===== src/rtl/max7219_pkg.sv =====
// Shared constants and FSM encoding for the MAX7219 frame sequencer.
package max7219_pkg;

  localparam logic [7:0] REG_DIGIT0    = 8'h01;
  localparam logic [7:0] REG_DECODE    = 8'h09;
  localparam logic [7:0] REG_INTENSITY = 8'h0A;
  localparam logic [7:0] REG_SCAN      = 8'h0B;
  localparam logic [7:0] REG_SHUTDOWN  = 8'h0C;
  localparam logic [7:0] REG_TEST      = 8'h0F;

  localparam int unsigned INIT_LEN = 13;
  localparam int unsigned UPD_LEN  = 9;

  typedef enum logic [2:0] {
    S_IDLE,
    S_LOAD,
    S_ISSUE,
    S_WAIT_HI,
    S_WAIT_LO,
    S_NEXT
  } seq_state_t;

endpackage


===== src/rtl/max7219_face_rom.sv =====
// Combinational face bitmap ROM: one byte per matrix row, row 0 first.
module max7219_face_rom (
  input  logic [1:0] face,
  input  logic [2:0] row,
  output logic [7:0] row_data
);

  logic [63:0] face_bits;

  // Row 0 sits in the most significant byte, so ~row selects the byte lane.
  always_comb begin
    unique case (face)
      2'd0:    face_bits = 64'h3C7E_DBFF_BDC3_7E3C;
      2'd1:    face_bits = 64'h3C7E_DBFF_FF81_7E3C;
      2'd2:    face_bits = 64'h3C7E_DBFF_FFC3_BD7E;
      default: face_bits = 64'hFFBD_DBE7_E7DB_BDFF;
    endcase
    row_data = face_bits[{~row, 3'b000} +: 8];
  end

endmodule


===== src/rtl/max7219_frame_sequencer.sv =====
// Sequences MAX7219 register writes (init after reset, row updates on change
// or refresh) through a str/busy handshake with the SPI driver.
module max7219_frame_sequencer
  import max7219_pkg::*;
#(
  parameter logic [3:0]  INTENSITY     = 4'h0,
  parameter logic [2:0]  SCAN_LIMIT    = 3'd7,
  parameter int unsigned REFRESH_TICKS = 5000000,
  parameter int unsigned BUSY_TIMEOUT  = 16
) (
  input  logic       sys_clk,
  input  logic       _rst,
  input  logic [1:0] face_sel,
  input  logic       shutdown,
  input  logic       busy,
  output logic       str,
  output logic [7:0] IRreg,
  output logic [7:0] data,
  output logic       frame_done,
  output logic       seq_busy
);

  localparam int unsigned TW = $clog2(BUSY_TIMEOUT + 1);

  seq_state_t state, next_state;

  logic [1:0]    face_q;
  logic          shut_q;
  logic          init_pending;
  logic          pending;
  logic          refresh_hit;
  logic          refresh_wrap;
  logic          seq_init;
  logic [3:0]    idx;
  logic [TW-1:0] tmo;
  logic          last_word;
  logic          trigger;

  logic          load_word;
  logic          advance;
  logic [1:0]    w_face;
  logic          w_shut;
  logic          w_init;
  logic [3:0]    w_idx;
  logic [2:0]    w_row;
  logic [7:0]    w_addr;
  logic [7:0]    w_data;
  logic [7:0]    rom_byte;

  max7219_face_rom u_face_rom (
    .face     (w_face),
    .row      (w_row),
    .row_data (rom_byte)
  );

  // The first word is fetched in LOAD, the same edge that snapshots the
  // inputs, so it reads the live inputs instead of the not-yet-written copies.
  always_comb begin
    load_word = (state == S_LOAD);
    w_face    = load_word ? face_sel : face_q;
    w_shut    = load_word ? shutdown : shut_q;
    w_init    = load_word ? init_pending : seq_init;
    w_idx     = load_word ? 4'd0 : idx + 4'd1;
    w_row     = 3'(w_idx - (w_init ? 4'd5 : 4'd1));
    w_addr    = REG_DIGIT0 + {5'b0, w_row};
    w_data    = rom_byte;
    if (w_init) begin
      unique case (w_idx)
        4'd0: begin w_addr = REG_TEST;      w_data = '0;                   end
        4'd1: begin w_addr = REG_DECODE;    w_data = '0;                   end
        4'd2: begin w_addr = REG_INTENSITY; w_data = {4'h0, INTENSITY};    end
        4'd3: begin w_addr = REG_SCAN;      w_data = {5'b0, SCAN_LIMIT};   end
        4'd4: begin w_addr = REG_SHUTDOWN;  w_data = {7'b0, w_shut};       end
        default: ;
      endcase
    end else if (w_idx == 4'd0) begin
      w_addr = REG_SHUTDOWN;
      w_data = {7'b0, w_shut};
    end
  end

  assign last_word = (idx == (seq_init ? 4'(INIT_LEN - 1) : 4'(UPD_LEN - 1)));
  assign trigger   = init_pending | pending | refresh_hit;

  always_comb begin
    next_state = state;
    str        = 1'b0;
    frame_done = 1'b0;
    seq_busy   = (state != S_IDLE);
    advance    = 1'b0;
    unique case (state)
      S_IDLE:    if (trigger) next_state = S_LOAD;
      S_LOAD:    begin next_state = S_ISSUE; advance = 1'b1; end
      S_ISSUE:   begin str = 1'b1; next_state = S_WAIT_HI; end
      S_WAIT_HI: begin
        if (busy)                              next_state = S_WAIT_LO;
        else if (tmo == TW'(BUSY_TIMEOUT - 1)) next_state = S_ISSUE;
      end
      S_WAIT_LO: if (!busy) next_state = S_NEXT;
      S_NEXT: begin
        if (last_word) begin
          frame_done = 1'b1;
          seq_busy   = 1'b0;
          next_state = S_IDLE;
        end else begin
          next_state = S_ISSUE;
          advance    = 1'b1;
        end
      end
      default:   next_state = S_IDLE;
    endcase
  end

  always_ff @(posedge sys_clk) begin
    if (!_rst) begin
      state        <= S_IDLE;
      IRreg        <= '0;
      data         <= '0;
      idx          <= '0;
      tmo          <= '0;
      face_q       <= face_sel;
      shut_q       <= shutdown;
      init_pending <= 1'b1;
      pending      <= 1'b0;
      refresh_hit  <= 1'b0;
      seq_init     <= 1'b0;
    end else begin
      state <= next_state;
      if (load_word) begin
        face_q       <= face_sel;
        shut_q       <= shutdown;
        seq_init     <= init_pending;
        init_pending <= 1'b0;
        pending      <= 1'b0;
        refresh_hit  <= refresh_wrap;
      end else begin
        if (face_sel != face_q || shutdown != shut_q) pending <= 1'b1;
        if (refresh_wrap) refresh_hit <= 1'b1;
      end
      if (advance) begin
        idx   <= w_idx;
        IRreg <= w_addr;
        data  <= w_data;
      end
      tmo <= (state == S_WAIT_HI && next_state == S_WAIT_HI) ? tmo + 1'b1 : '0;
    end
  end

  if (REFRESH_TICKS == 0) begin : g_no_refresh
    assign refresh_wrap = 1'b0;
  end else begin : g_refresh
    localparam int unsigned CW = (REFRESH_TICKS > 1) ? $clog2(REFRESH_TICKS) : 1;
    logic [CW-1:0] rcnt;
    assign refresh_wrap = (rcnt == CW'(REFRESH_TICKS - 1));
    always_ff @(posedge sys_clk) begin
      if (!_rst)             rcnt <= '0;
      else if (refresh_wrap) rcnt <= '0;
      else                   rcnt <= rcnt + 1'b1;
    end
  end

endmodule


===== config.mk =====
export PLATFORM = sky130hd
export DESIGN_NAME = max7219_frame_sequencer
export DESIGN_NICKNAME = d
export VERILOG_FILES = /design/src/rtl/max7219_pkg.sv /design/src/rtl/max7219_face_rom.sv /design/src/rtl/max7219_frame_sequencer.sv
export SDC_FILE = /design/constraint.sdc
export NUM_CORES = 1
export LEC_CHECK = 0
export ABC_CLOCK_PERIOD_IN_PS = 4200
export BUFFER_PORTS_ARGS = -buffer_cell sky130_fd_sc_hd__buf_4
export CORE_MARGIN = 4
export CORE_UTILIZATION = 45
export DETAILED_ROUTE_END_ITERATION = 10
export PLACE_DENSITY_LB_ADDON = 0.08
export SYNTH_ARGS = -nofsm -noshare
export SYNTH_HDL_FRONTEND = slang
export SYNTH_SLANG_ARGS = --single-unit

===== constraint.sdc =====
create_clock -name sys_clk -period 4.2 [get_ports sys_clk]
set_input_delay 0.84 -clock sys_clk [delete_from_list [all_inputs] [get_ports sys_clk]]
set_output_delay 0.84 -clock sys_clk [all_outputs]
set_load 0.01 [all_outputs]

==> impl_metrics.yaml <==
synth:
  synth_seq_area_share_pct: 36.3
  synthCells: 336
  synthFlopType: "dfxtp_1"
  yosysUniqueCellTypes: 63
  syn-mean-instance-area_sq_um: 8.71
  synth_common_cells: "dfxtp_1, nor2_1, nand2_1"
  synth.most_common_cell: "dfxtp_1"
  synth_edf_count: 0
  synth_top_area_share_pct: 36.3
  yosys_warnings: 0
  synth_largest_area_cell: "dfxtp_1"
  ys_ff_latch: 53
  synth-async-reset-ratio_pct: 0
  netlist_top_cells_area: "dfxtp_1, nor2_1, ha_1"
  syn_area_sq_um: 2930
power_and_ir_drop:
  powerDensity_nw_per_um2: 434
  ir_worst_vdd_uv: 221
  seqPwrFrac_pct: 43.0
  p_int_mw: 0.929
  swShare_pct: 32.3
  p_sw_mw: 0.443
  power_frac_clock_pct: 24.3
  combPwrFrac_pct: 32.8
  p_leak_nw: 1.24
worst_setup_path:
  path_max_fanout: 10
  worstPathRequired_ps: 4400
  cp_data_arrival_time_ps: 3090
  start_kind: "register"
  crit_type: "register to register"
  worstSetupEndpointType: "register"
cts:
  clock_tree.root_cell: "clkbuf_8"
  cts_hold_buf: 0
  cts_max_level: 2
  ctsResizeCount: 0
  clock_sinks: 53
  cts_tree: "done"
  cts_made_buffers: 5
  clock_path_buffers: 2
  post_cts_buffers: 0
  clk_latency_ps: 300
  clk_pin_slew_ps: 90
layout:
  final_cells: 424
  syn2layout_area_growth_pct: 8.08
  drive_above_1_share_pct: 12.7
  nets: 365
  utilization_pct: 50.1
  diodes: 0
detailed_routing:
  drc_errors: 0
  vias: 2257
  drt-total-wl_mm: 5.74
  routed_via_density: 5.32
  first_iter_violations: 72
  first_pass_iters: 4
  wl_per_cell_microns: 13.5
  ant_nets: 0
die:
  die_area_sq_um: 7850
  start_util_pct: 46.3
  die_x_microns: 88.6
  io_pins: 25
  die_h_microns: 88.6
  rows: 29
  coreArea_sq_um: 6310
sta:
  hold_viol_final: 0
  maxSlewViolCount: 0
  setup_viol: 0
  fin_skew_ps: 8.07
  max_freq_mhz: 346
  hold_slack_ps: 453
  rsz0062_at_grt: "no"
  finalCritPeriodShare_pct: 68.8
  tightest_slew_ps: 686
  setup_tns_ps: 0
  finalCriticalPeriod_ps: 2890
  relSlewSlack_pct: 54.1
grt:
  antenna_found_initial: 0
  grt_pass1_vias: 2095
  grt_max_degree: 30
  grt_pass1_wl_mm: 9.82
  grt_util_all_layers_pct: 15.7
  grt_overflow: 0
place:
  dp_cells: 417
  dp.final_hpwl_mm: 4.26
  routabilityCongestion: 0.772
  port_buffers: 20
hold_path:
  hp-class: "register to register"
status:
  run_status: "completed"
flow_run:
  maxCapViolations: 0
[critical path, stage by stage, from the launching register on]
cell and delay (ps):
dfxtp_1 530, or3b_1 580, nand2_1 280, ha_1 460, nor3b_1 360, a21oi_1 160, and3_4 220, o211a_1 210
[path summary, 6_finish.rpt]
path	end	slack [ps]	cells past startpoint	startpoint
hold reg to reg	g_refresh.rcnt[0]	450	1	g_refresh.rcnt[0]
setup reg to reg	data[4]	1310	7	state[0]
hold / removal	g_refresh.rcnt[0]	450	1	g_refresh.rcnt[0]
setup / recovery	data[4]	1310	7	state[0]
[routing by layer]
layer  share of wire (%)  track usage [%]  vias to the layer above
li1                    -                -                     1174
met1                  48             19.9                     1045
met2                  48             27.2                       31
met3                 2.6             3.07                        7
met4                 1.3             3.71                        0
met5                   0                0                        -
[sequential cells by signal, indices dropped and copies added, names as in the netlist, 2 cells and up]
name and cells:
g_refresh.rcnt 23, face_q 2, idx 4, state 3, data 7, IRreg 4, tmo 5
[cell usage in the layout (no fill, tap or decap), types with 2 or more instances in the layout]
cell / n
clkbuf_8: 5
xor2_1: 14
conb_1: 4
dfxtp_1: 53
a21oi_1: 8
a21o_1: 2
or3_1: 3
nand2b_1: 2
nor3_1: 3
nor2b_1: 4
buf_4: 21
nor2_1: 44
ha_1: 12
inv_1: 13
o21ai_0: 14
o21a_1: 3
nor3b_1: 3
nand3_1: 22
mux2_2: 4
o2bb2ai_1: 2
xnor2_1: 17
nor4b_1: 3
nand2_1: 29
a31o_1: 2
a21boi_0: 5
nand4_1: 8
nor4_1: 4
and3_1: 8
[power by group through the flow]
stage / Clock [mW] / Combinational (mW) / Sequential (mW)
floorplan: 0 / 0.348 / 0.596
CTS: 0.345 / 0.455 / 0.590
global route: 0.365 / 0.500 / 0.596
global placement: 0 / 0.452 / 0.601
finish: 0.333 / 0.450 / 0.589
detailed placement: 0 / 0.452 / 0.601
[metrics by stage]
stage	setup WS, ps	instance area [sq um]	power (mW)
after floorplan	1720	2940	0.944
after detailed placement	1350	3060	1.05
after CTS	1290	3160	1.39
after global placement	1420	3060	1.05
final	1310	3160	1.37
after global routing	1100	3160	1.46
[area by class of cell]
| cell class | count | area (sq um) |
|---|---|---|
| fillers | 634 | 3150 |
| multi-input cells | 253 | 1690 |
| flip-flops and latches | 53 | 1060 |
| repair buffers | 21 | 158 |
| well taps | 77 | 96.3 |
| clock buffers | 5 | 68.8 |
| inverters | 13 | 48.8 |
| clock inverters | 2 | 35.0 |
[cell families after synthesis]
family | synth area share (%)
DFF | 36.3
AOI/OAI and AO/OA | 13.6
other | 0.128
xor gates and xnor gates | 11.0
and+or+nand+nor | 25.8
muxes | 1.88
adders and majority gates | 5.13
buffers and inverters | 6.20
(Power assumes the default switching activity.)
